==> src/rtl/addsub_seq16.sv <==
// Multi-precision add/subtract sequencer driving an external 16-bit adder word by word.
// Define ADDSUB_SAT_EN to saturate the result on signed overflow.
module addsub_seq16 #(
    parameter int WORDS = 2
) (
    input  logic                  clk,
    input  logic                  reset_n,
    input  logic                  in_valid,
    output logic                  in_ready,
    input  logic [16*WORDS-1:0]   op_a,
    input  logic [16*WORDS-1:0]   op_b,
    input  logic                  sub,
    output logic [15:0]           fa_a,
    output logic [15:0]           fa_b,
    output logic                  fa_ci,
    input  logic [15:0]           fa_s,
    input  logic                  fa_co,
    output logic                  out_valid,
    input  logic                  out_ready,
    output logic [16*WORDS-1:0]   result,
    output logic                  carry,
    output logic                  overflow,
    output logic                  zero
);
    localparam int W  = 16 * WORDS;
    localparam int IW = (WORDS > 1) ? $clog2(WORDS) : 1;
    localparam logic [IW-1:0] LAST = IW'(WORDS - 1);

    localparam logic [1:0] IDLE = 2'd0;
    localparam logic [1:0] RUN  = 2'd1;
    localparam logic [1:0] DONE = 2'd2;

    logic [1:0]    state;
    logic [W-1:0]  a_reg;
    logic [W-1:0]  b_reg;
    logic          c_reg;
    logic [IW-1:0] idx;
    logic          last;
    logic          ovf_next;
    logic [W-1:0]  sum_next;
    logic [W-1:0]  res_next;

    assign in_ready  = (state == IDLE);
    assign out_valid = (state == DONE);
    assign last      = (state == RUN) && (idx == LAST);

    assign fa_a  = (state == RUN) ? a_reg[16*idx +: 16] : 16'h0;
    assign fa_b  = (state == RUN) ? b_reg[16*idx +: 16] : 16'h0;
    assign fa_ci = (state == RUN) ? c_reg : 1'b0;

    // b_reg already holds the effective (possibly inverted) operand
    assign ovf_next = (a_reg[W-1] == b_reg[W-1]) && (fa_s[15] != a_reg[W-1]);

    always_comb begin
        sum_next = result;
        sum_next[16*idx +: 16] = fa_s;
    end

`ifdef ADDSUB_SAT_EN
    always_comb begin
        res_next = sum_next;
        if (last && ovf_next) begin
            res_next = a_reg[W-1] ? {1'b1, {(W-1){1'b0}}}
                                  : {1'b0, {(W-1){1'b1}}};
        end
    end
`else
    assign res_next = sum_next;
`endif

    always_ff @(posedge clk or negedge reset_n) begin
        if (!reset_n) begin
            state    <= IDLE;
            a_reg    <= '0;
            b_reg    <= '0;
            c_reg    <= 1'b0;
            idx      <= '0;
            result   <= '0;
            carry    <= 1'b0;
            overflow <= 1'b0;
            zero     <= 1'b0;
        end else begin
            case (state)
                IDLE: begin
                    if (in_valid) begin
                        a_reg <= op_a;
                        b_reg <= sub ? ~op_b : op_b;
                        c_reg <= sub;
                        idx   <= '0;
                        state <= RUN;
                    end
                end
                RUN: begin
                    result <= res_next;
                    c_reg  <= fa_co;
                    idx    <= idx + 1'b1;
                    if (last) begin
                        state    <= DONE;
                        carry    <= fa_co;
                        overflow <= ovf_next;
                        zero     <= (res_next == '0);
                    end
                end
                DONE: begin
                    if (out_ready) state <= IDLE;
                end
                default: state <= IDLE;
            endcase
        end
    end
endmodule

==> config.mk <==
export PLATFORM = sky130hd
export DESIGN_NAME = addsub_seq16
export DESIGN_NICKNAME = d
export VERILOG_FILES = /design/src/rtl/addsub_seq16.sv
export SDC_FILE = /design/constraint.sdc
export NUM_CORES = 1
export LEC_CHECK = 0
export BUFFER_PORTS_ARGS = -buffer_cell sky130_fd_sc_hd__clkbuf_2
export CAP_MARGIN = 5
export CORE_MARGIN = 3
export CORE_UTILIZATION = 54
export DETAILED_ROUTE_END_ITERATION = 10
export PLACE_DENSITY = 0.9
export SLEW_MARGIN = 20
export SYNTH_ARGS = -nofsm -noshare
export SYNTH_HDL_FRONTEND = slang
export SYNTH_SLANG_ARGS = --single-unit
export TNS_END_PERCENT = 100
==> constraint.sdc <==
create_clock -name clk -period 3.6 [get_ports clk]
set_clock_uncertainty 0.15 [all_clocks]
set_input_delay 0.18 -clock clk [delete_from_list [all_inputs] [get_ports clk]]
set_output_delay 0.18 -clock clk [all_outputs]
set_load 0.01 [all_outputs]
; After elaboration in Yosys (flattened, before gate mapping)
; Cells that the tools add are included.
[op_classes]
add_sub_neg = 2
eq_ne = 7
n_shift = 4
muxes = 13
bitwise = 1
reduce_logical = 9
[ops]
columns = op, n
row1 = 32-bit by 6-bit variable part select with 16-bit output, 2
row2 = 5-bit negation with 34-bit output, 1
row3 = 16-bit by 34-bit variable shift with 32-bit output (first input constant), 1
row4 = 16-bit by 34-bit variable part select with 32-bit output, 1
row5 = 32-bit bitwise mux, 1
row6 = 32-bit logical NOT, 1
row7 = 16-bit two-way mux, 2
row8 = 32-bit two-way mux, 1
row9 = 32-bit inverter, 1
row10 = 2-bit two-way mux, 3
row11 = 2-bit one-hot mux with 3 select lines, 1
row12 = 2-bit AND reduction, 3
row13 = 2-bit != test (second input constant), 2
row14 = 1-bit one-hot mux with 2 select lines, 2
row15 = 1-bit two-way mux, 3
row16 = 3-bit AND reduction, 1
row17 = 2-bit by 1-bit equality test with 1-bit output (second input constant), 1
row18 = 2-bit equality test (second input constant), 1
row19 = 1-bit logical AND, 2
row20 = 2-bit logical NOT, 1
row21 = 2-bit by 1-bit != test with 1-bit output (second input constant), 1
row22 = 2-bit nonzero test, 1
row23 = 1-bit adder (second input constant), 1
row24 = 1-bit equality test, 1
row25 = 1-bit != test, 1
[word_totals]
regBits = 103
out_inout_bits = 70
word_cells = 45

; Depth between registers and ports, before layout
; Gate-level depths: netlist of run 1.
[depth]
ltp_word = 4
ltp_mapped = 6
ltp_nobuf = 4

; Worst setup path before layout of run 1
; OpenSTA, ideal clock, no wires.
[synth_path]
path_type = register to register
startpoint = register state[1]
endpoint = register result[10]
arrival_ps = 1350
t_required_ps = 3325
setup_slack_ps = 1975
path_stages_with_launch = 6
path_buffers = 2
cell_sequence = dfrtp_1 nand2b_1 buf_2 nor2_4 buf_4 mux2_2
[synth_via]
elab_chain_len = 1
[synth_lines]
columns = item, line_no
row1 = start: declaration, 33  ; logic [1:0] state;
row2 = start signal: assignment, 73  ; state <= IDLE;
row3 = start signal: assignment, 90  ; state <= RUN;
row4 = start signal: assignment, 98  ; state <= DONE;
row5 = 2-bit by 1-bit equality test with 1-bit output, 83  ; case (state)
row6 = end signal: assignment, 94  ; result <= res_next;
row7 = end: declaration, 20  ; output logic [16*WORDS-1:0] result,
; No other way between the ends.
; A chain may end at the register's enable or synchronous reset.

; Worst setup path after layout of run 1
[layout_path]
startpoint = register idx
endpoint = output fa_a[14]
[layout_via]
elab_chain_len = 2
[layout_lines]
columns = item, line_no
row1 = start: declaration, 37  ; logic [IW-1:0] idx;
row2 = start signal: assignment, 96  ; idx <= idx + 1'b1;
row3 = 32-bit by 6-bit variable part select with 16-bit output, 47  ; assign fa_a = (state == RUN) ? a_reg[16*idx +: 16] : 16'h0;
row4 = 16-bit two-way mux, 47
row5 = end: declaration, 13  ; output logic [15:0] fa_a,
; No other way between the ends.

==> flow_summary.toml, run 1 <==
[timing]
slew_headroom_pct = 30.58
setup_violations = 0
totalNegativeSetupSlack_ps = 0
fin_crit_ps = 2237
maxSlewViolCount = 0
hold_slack_ps = 264.2
max_clock_freq_mhz = 447.0
worst_pin_slew_ps = 1041
grt_setup_unrepaired = "false"
fin_crit_sh_pct = 62.14
hold_viol = 0

[synthesis]
ys_warn_count = 0
ys_seq_elements = 103
yosysUniqueCellTypes = 29
synth_compound_area_share_pct = 4.572
muxShareOfSynthArea_pct = 14.70
yosys.area_share.simple_pct = 16.85
synth_cells = 465
avgSynthCellArea_sq_um = 10.12
synth_top_family_by_area = "simple AND/OR/NAND/NOR gates"
post_synth_instance_area_sq_um = 4707
synth_fa_ha_area_share_pct = 0
synth-xor-area-share_pct = 5.954
synth_fp_nets = 551
ys_seq_area_share_pct = 54.76

[worst_setup_path]
crit_fanout = 36
path_class = "reg -> out"
slowest_stage = "buf_4"
worstPathArrival_ps = 1910
cp-end-kind = "output port"
cp_slowest_stage_delay_ps = 550
crit_family = "buffers and inverters"
cp-start-kind = "flop"
critPathBufInv = 2
crit_chain = "buf_4 > mux2i_1 > nor2_1 > clkbuf_2"
cp.required_ps = 3270

[route]
vias_per_cell = 5.284
antenna_left = 0
drt_iter0_drc = 235
vias = 4227
dr.pass1.iters = 5
wl_per_cell_um = 17.36
drt-total-wl_um = 13890
drc = 0

[clocking]
clk_latency_ps = 350
cts_tree = "built"
postCtsSetupRepairBufs = 0
cts-root-buf = "clkbuf_8"
cts_made_buffers = 9
htreeDepth = 3
cts_sinks = 103
clk_path_buf_depth = 2
clkTransAtPathRegs_ps = 100

[global_route]
grt_pass1_wl_um = 22120
grt_max_degree = 85
antenna_found_initial = 2
grt_pass1_vias = 4544
grt_use_total_pct = 28.31
gr-total-overflow = 0

[floorplanning]
die_x_um = 99.37
num_rows = 33
core_area_sq_um = 8341
ios = 156
die_area_sq_um = 9873
initial_core_util_pct = 56.44
die_h_um = 99.37

[outcome]
run_status = "complete, no violations"

[cells_and_area]
fin_area_sq_um = 6546
area_delta_synth_final_pct = 39.08
final_common_cell = "clkbuf_2"
drive_above_1_share_pct = 30.45
nets = 776
layout_common_cells = "clkbuf_2, nand2_1, dfrtp_1"
instances_no_fill = 800

[power_and_ir_drop]
leakagePower_nw = 3.252
powerDensity_nw_per_um2 = 783.3
power_w = 0.005128
peakVddDrop_v = 0.0003683

[placed_design]
place_inst = 701
io_buffers = 155
routabilityCongestion = 0.8284
place_hpwl_um = 7814
place_area_sq_um = 5517

[worst_hold_path]
hp-class = "in -> reg"

[flow_run]
cap_viol_max_count = 0
[area by class of cell]
type	instances	area, sq um
inverter	2	7.507
multi-input combinational	331	1988
fill	500	1794
sequential	103	2579
clock inverter	4	47.55
antenna	2	5.005
timing repair buffer	243	1650
tap	105	131.4
clock buffer	10	137.6
[worst paths after layout]
| check | from | endpoint | slack (ps) | cells past startpoint |
|---|---|---|---|---|
| max | idx | fa_a[14] | 1360 | 4 |
| min | in_valid | a_reg[19] | 260 | 4 |
| max reg2reg | idx | zero | 1460 | 4 |
| min reg2reg | a_reg[8] | a_reg[8] | 340 | 2 |
| max in group asynchronous | reset_n | a_reg[0] | 2240 | 3 |
| min in group asynchronous | reset_n | b_reg[29] | 280 | 2 |
[kinds of logic (layout without fill, tap and decap cells)]
group	Yosys count	after routing
other cells	0	2
mux	65	65
xor+xnor	32	32
simple gates	193	193
flops	103	103
compound gates	41	41
buf+inv	31	259
[what timing repair did]
action / in CTS / in global routing
gates resized for setup: 0 / 0
hold buffers: 83 / 0
endpoints found under the hold margin: 181 / 0
[routing by layer]
layer	GRT usage [%]	wire (um)
met1	33.74	5546
met3	5.119	789
met4	13.24	514
met5	0	0
met2	49.64	7038
[per-stage QoR]
| stage | utilization, % | setup WS (ps) |
|---|---|---|
| after floorplan | - | 1975 |
| after global placement | 66.14 | 1499 |
| after detailed placement | 66.14 | 1423 |
| after CTS | 78.32 | 1401 |
| after global routing | 78.49 | 1269 |
| final | 78.49 | 1363 |
[worst register-to-register path, cell delays in order, from the launching register on]
cell,delay [ps]
dfrtp_2,460
buf_4,550
nor4b_1,450
a31oi_1,190
o31ai_1,270
[power breakdown]
part	switching (W)	internal [W]
Combinational	0.00129	0.00101
Sequential	0.000383	0.00173
Clock	0.000385	0.000331
Total	0.00206	0.00307
[cell usage after synthesis (all sizes together)]
cell type | count | area, sq um
dfrtp | 103 | 2577
nand2 | 133 | 499.2
inv | 2 | 7.510
o21ai | 36 | 180.2
or4 | 1 | 7.510
nor4b | 2 | 23.77
nor2 | 40 | 157.6
nor2b | 1 | 6.260
nand2b | 2 | 12.51
xnor2 | 32 | 280.3
mux2i | 32 | 320.3
mux2 | 33 | 371.6
nand3 | 1 | 5.000
nand4b | 1 | 8.760
nor4 | 5 | 31.28
and2 | 1 | 6.260
clkbuf | 9 | 33.78
nor3 | 4 | 20.02
or3 | 1 | 6.260
o31ai | 1 | 7.510
buf | 20 | 107.6
a21oi | 1 | 5.000
a31oi | 2 | 12.51
a221o | 1 | 10.01
and4 | 1 | 8.760
No activity file was read; power rests on OpenSTA's default activity.
==> run 2: changes to the inputs <==
--- a/config.mk
+++ b/config.mk
@@ -8,9 +8,9 @@
 export BUFFER_PORTS_ARGS = -buffer_cell sky130_fd_sc_hd__clkbuf_2
 export CAP_MARGIN = 5
 export CORE_MARGIN = 3
-export CORE_UTILIZATION = 54
+export CORE_UTILIZATION = 51
 export DETAILED_ROUTE_END_ITERATION = 10
-export PLACE_DENSITY = 0.9
+export PLACE_DENSITY = 0.86
 export SLEW_MARGIN = 20
 export SYNTH_ARGS = -nofsm -noshare
 export SYNTH_HDL_FRONTEND = slang
==> constraint.sdc (replaced) <==
create_clock -name clk -period 2.3 [get_ports clk]
set_clock_uncertainty 0.15 [all_clocks]
set_input_delay 0.115 -clock clk [delete_from_list [all_inputs] [get_ports clk]]
set_output_delay 0.115 -clock clk [all_outputs]
set_load 0.01 [all_outputs]
==> flow_summary.toml, run 2 (same netlist as run 1, synthesis figures left out) <==
[power_and_ir_drop]
leakagePower_nw = 3.294
powerDensity_nw_per_um2 = 1226
peakVddDrop_v = 0.0005997

[worst_setup_path]
worstPathArrival_ps = 2040
reg2reg_depth = 4
path_class = "reg -> reg"
cp-end-kind = "flop"
cp-start-kind = "flop"
crit_fanout = 64
rr_endpoint = "b_reg[23]"
regToRegSetupSlack_ps = 350
r2r-start = "state[0]"
cp.required_ps = 2390

[global_route]
grt_use_total_pct = 25.43
use_met2_pct = 45.33
grt_max_degree = 65
grt_pass1_wl_um = 20820
gr-total-overflow = 0
met3_usage_pct = 4.437
met1_usage_pct = 31.03
grt_pass1_vias = 4284
grt.busiest_layer = "met2"
antenna_found_initial = 1

[floorplanning]
die_h_um = 102.1
die_x_um = 102.1
ios = 156
die_area_sq_um = 10420
num_rows = 34
core_area_sq_um = 8848
initial_core_util_pct = 53.20

[clocking]
cts-root-buf = "clkbuf_8"
postCtsSetupRepairBufs = 0
htreeDepth = 3
cts_tree = "built"
clk_latency_ps = 340
clk_path_buf_depth = 2
holdBufCountCts = 83
cts.repair.resized = 0
cts_sinks = 103
clkTransAtPathRegs_ps = 90
cts_made_buffers = 9

[route]
drt_iter0_drc = 129
dr.pass1.iters = 5
vias_per_cell = 5.159
vias = 4163
drt-total-wl_um = 12850
drc = 0
wl_per_cell_um = 15.93
antenna_left = 0

[timing]
totalNegativeSetupSlack_ps = 0
max_clock_freq_mhz = 512.8
fin_crit_ps = 1950
slew_headroom_pct = 29.61
setup_violations = 0
grt_setup_unrepaired = "false"
hold_viol = 0
maxSlewViolCount = 0
fin_crit_sh_pct = 84.78
worst_pin_slew_ps = 1056
hold_slack_ps = 162.9

[cells_and_area]
antenna_cells = 0
final_common_cell = "clkbuf_2"
area_delta_synth_final_pct = 41.25
drive_above_1_share_pct = 31.04
layout_common_cells = "clkbuf_2, nand2_1, dfrtp_1"
nets = 780
fillers = 587

[flow_run]
cap_viol_max_count = 0

[outcome]
run_status = "complete, no violations"

[placed_design]
io_buffers = 155
place_hpwl_um = 7866
routabilityCongestion = 0.8388

[worst_hold_path]
hp-class = "in -> async"
==> run 2: how the worst max path moves through the flow <==
stage,from,end,slack [ps],cells after the start
final,state[0],b_reg[23],350,4
after global routing,state[0],b_reg[23],150,4
after CTS,idx,fa_b[10],350,4
after detailed placement,state[0],b_reg[29],430,4
after global placement,state[0],b_reg[2],540,5
after floorplan,state[1],result[10],680,5
==> run 2: per-stage QoR <==
stage                     cell area, sq um  instances  power (W)  worst slack (ps)  utilization (%)
after floorplan                       4707        465   0.005496             675.4                -
after global placement                5588        708   0.006613             541.6            63.15
after detailed placement              5588        708   0.006784             425.8            63.15
after CTS                             6649        807   0.008155             349.0            75.14
after global routing                  6649        807   0.008755             154.0            75.14
final                                 6649        807   0.008154             350.1            75.14
==> run 2: power breakdown <==
group	switching [W]	total [W]	internal, W
registers	0.000576	0.00328	0.00270
clock network	0.000605	0.00125	0.000649
logic	0.00199	0.00362	0.00163
==> run 2: final cells by class <==
type                    instances  area, sq um  area share [%]
flip-flops and latches        103         2579           38.78
multi-input cells             331         1983           29.83
clock buffers                  10        137.6           2.070
clock inverters                 6        92.59           1.393
well taps                     108        135.1           2.032
inverters                       2        7.507          0.1129
repair buffers                247         1714           25.78
==> run 2: metal layers <==
| metal | up-vias | wire [um] | share of wire, % |
|---|---|---|---|
| li1 | 1970 | - | - |
| met1 | 1985 | 5085 | 40 |
| met2 | 178 | 6652 | 52 |
| met3 | 30 | 801 | 6.2 |
| met4 | 0 | 313 | 2.4 |
| met5 | - | 0 | 0 |
==> run 2: worst max-delay path, stage by stage, from the launching register on <==
cell and delay, ps:
dfrtp_1 410, nor2_1 230, nand2_2 430, buf_12 360
o21ai_0 260
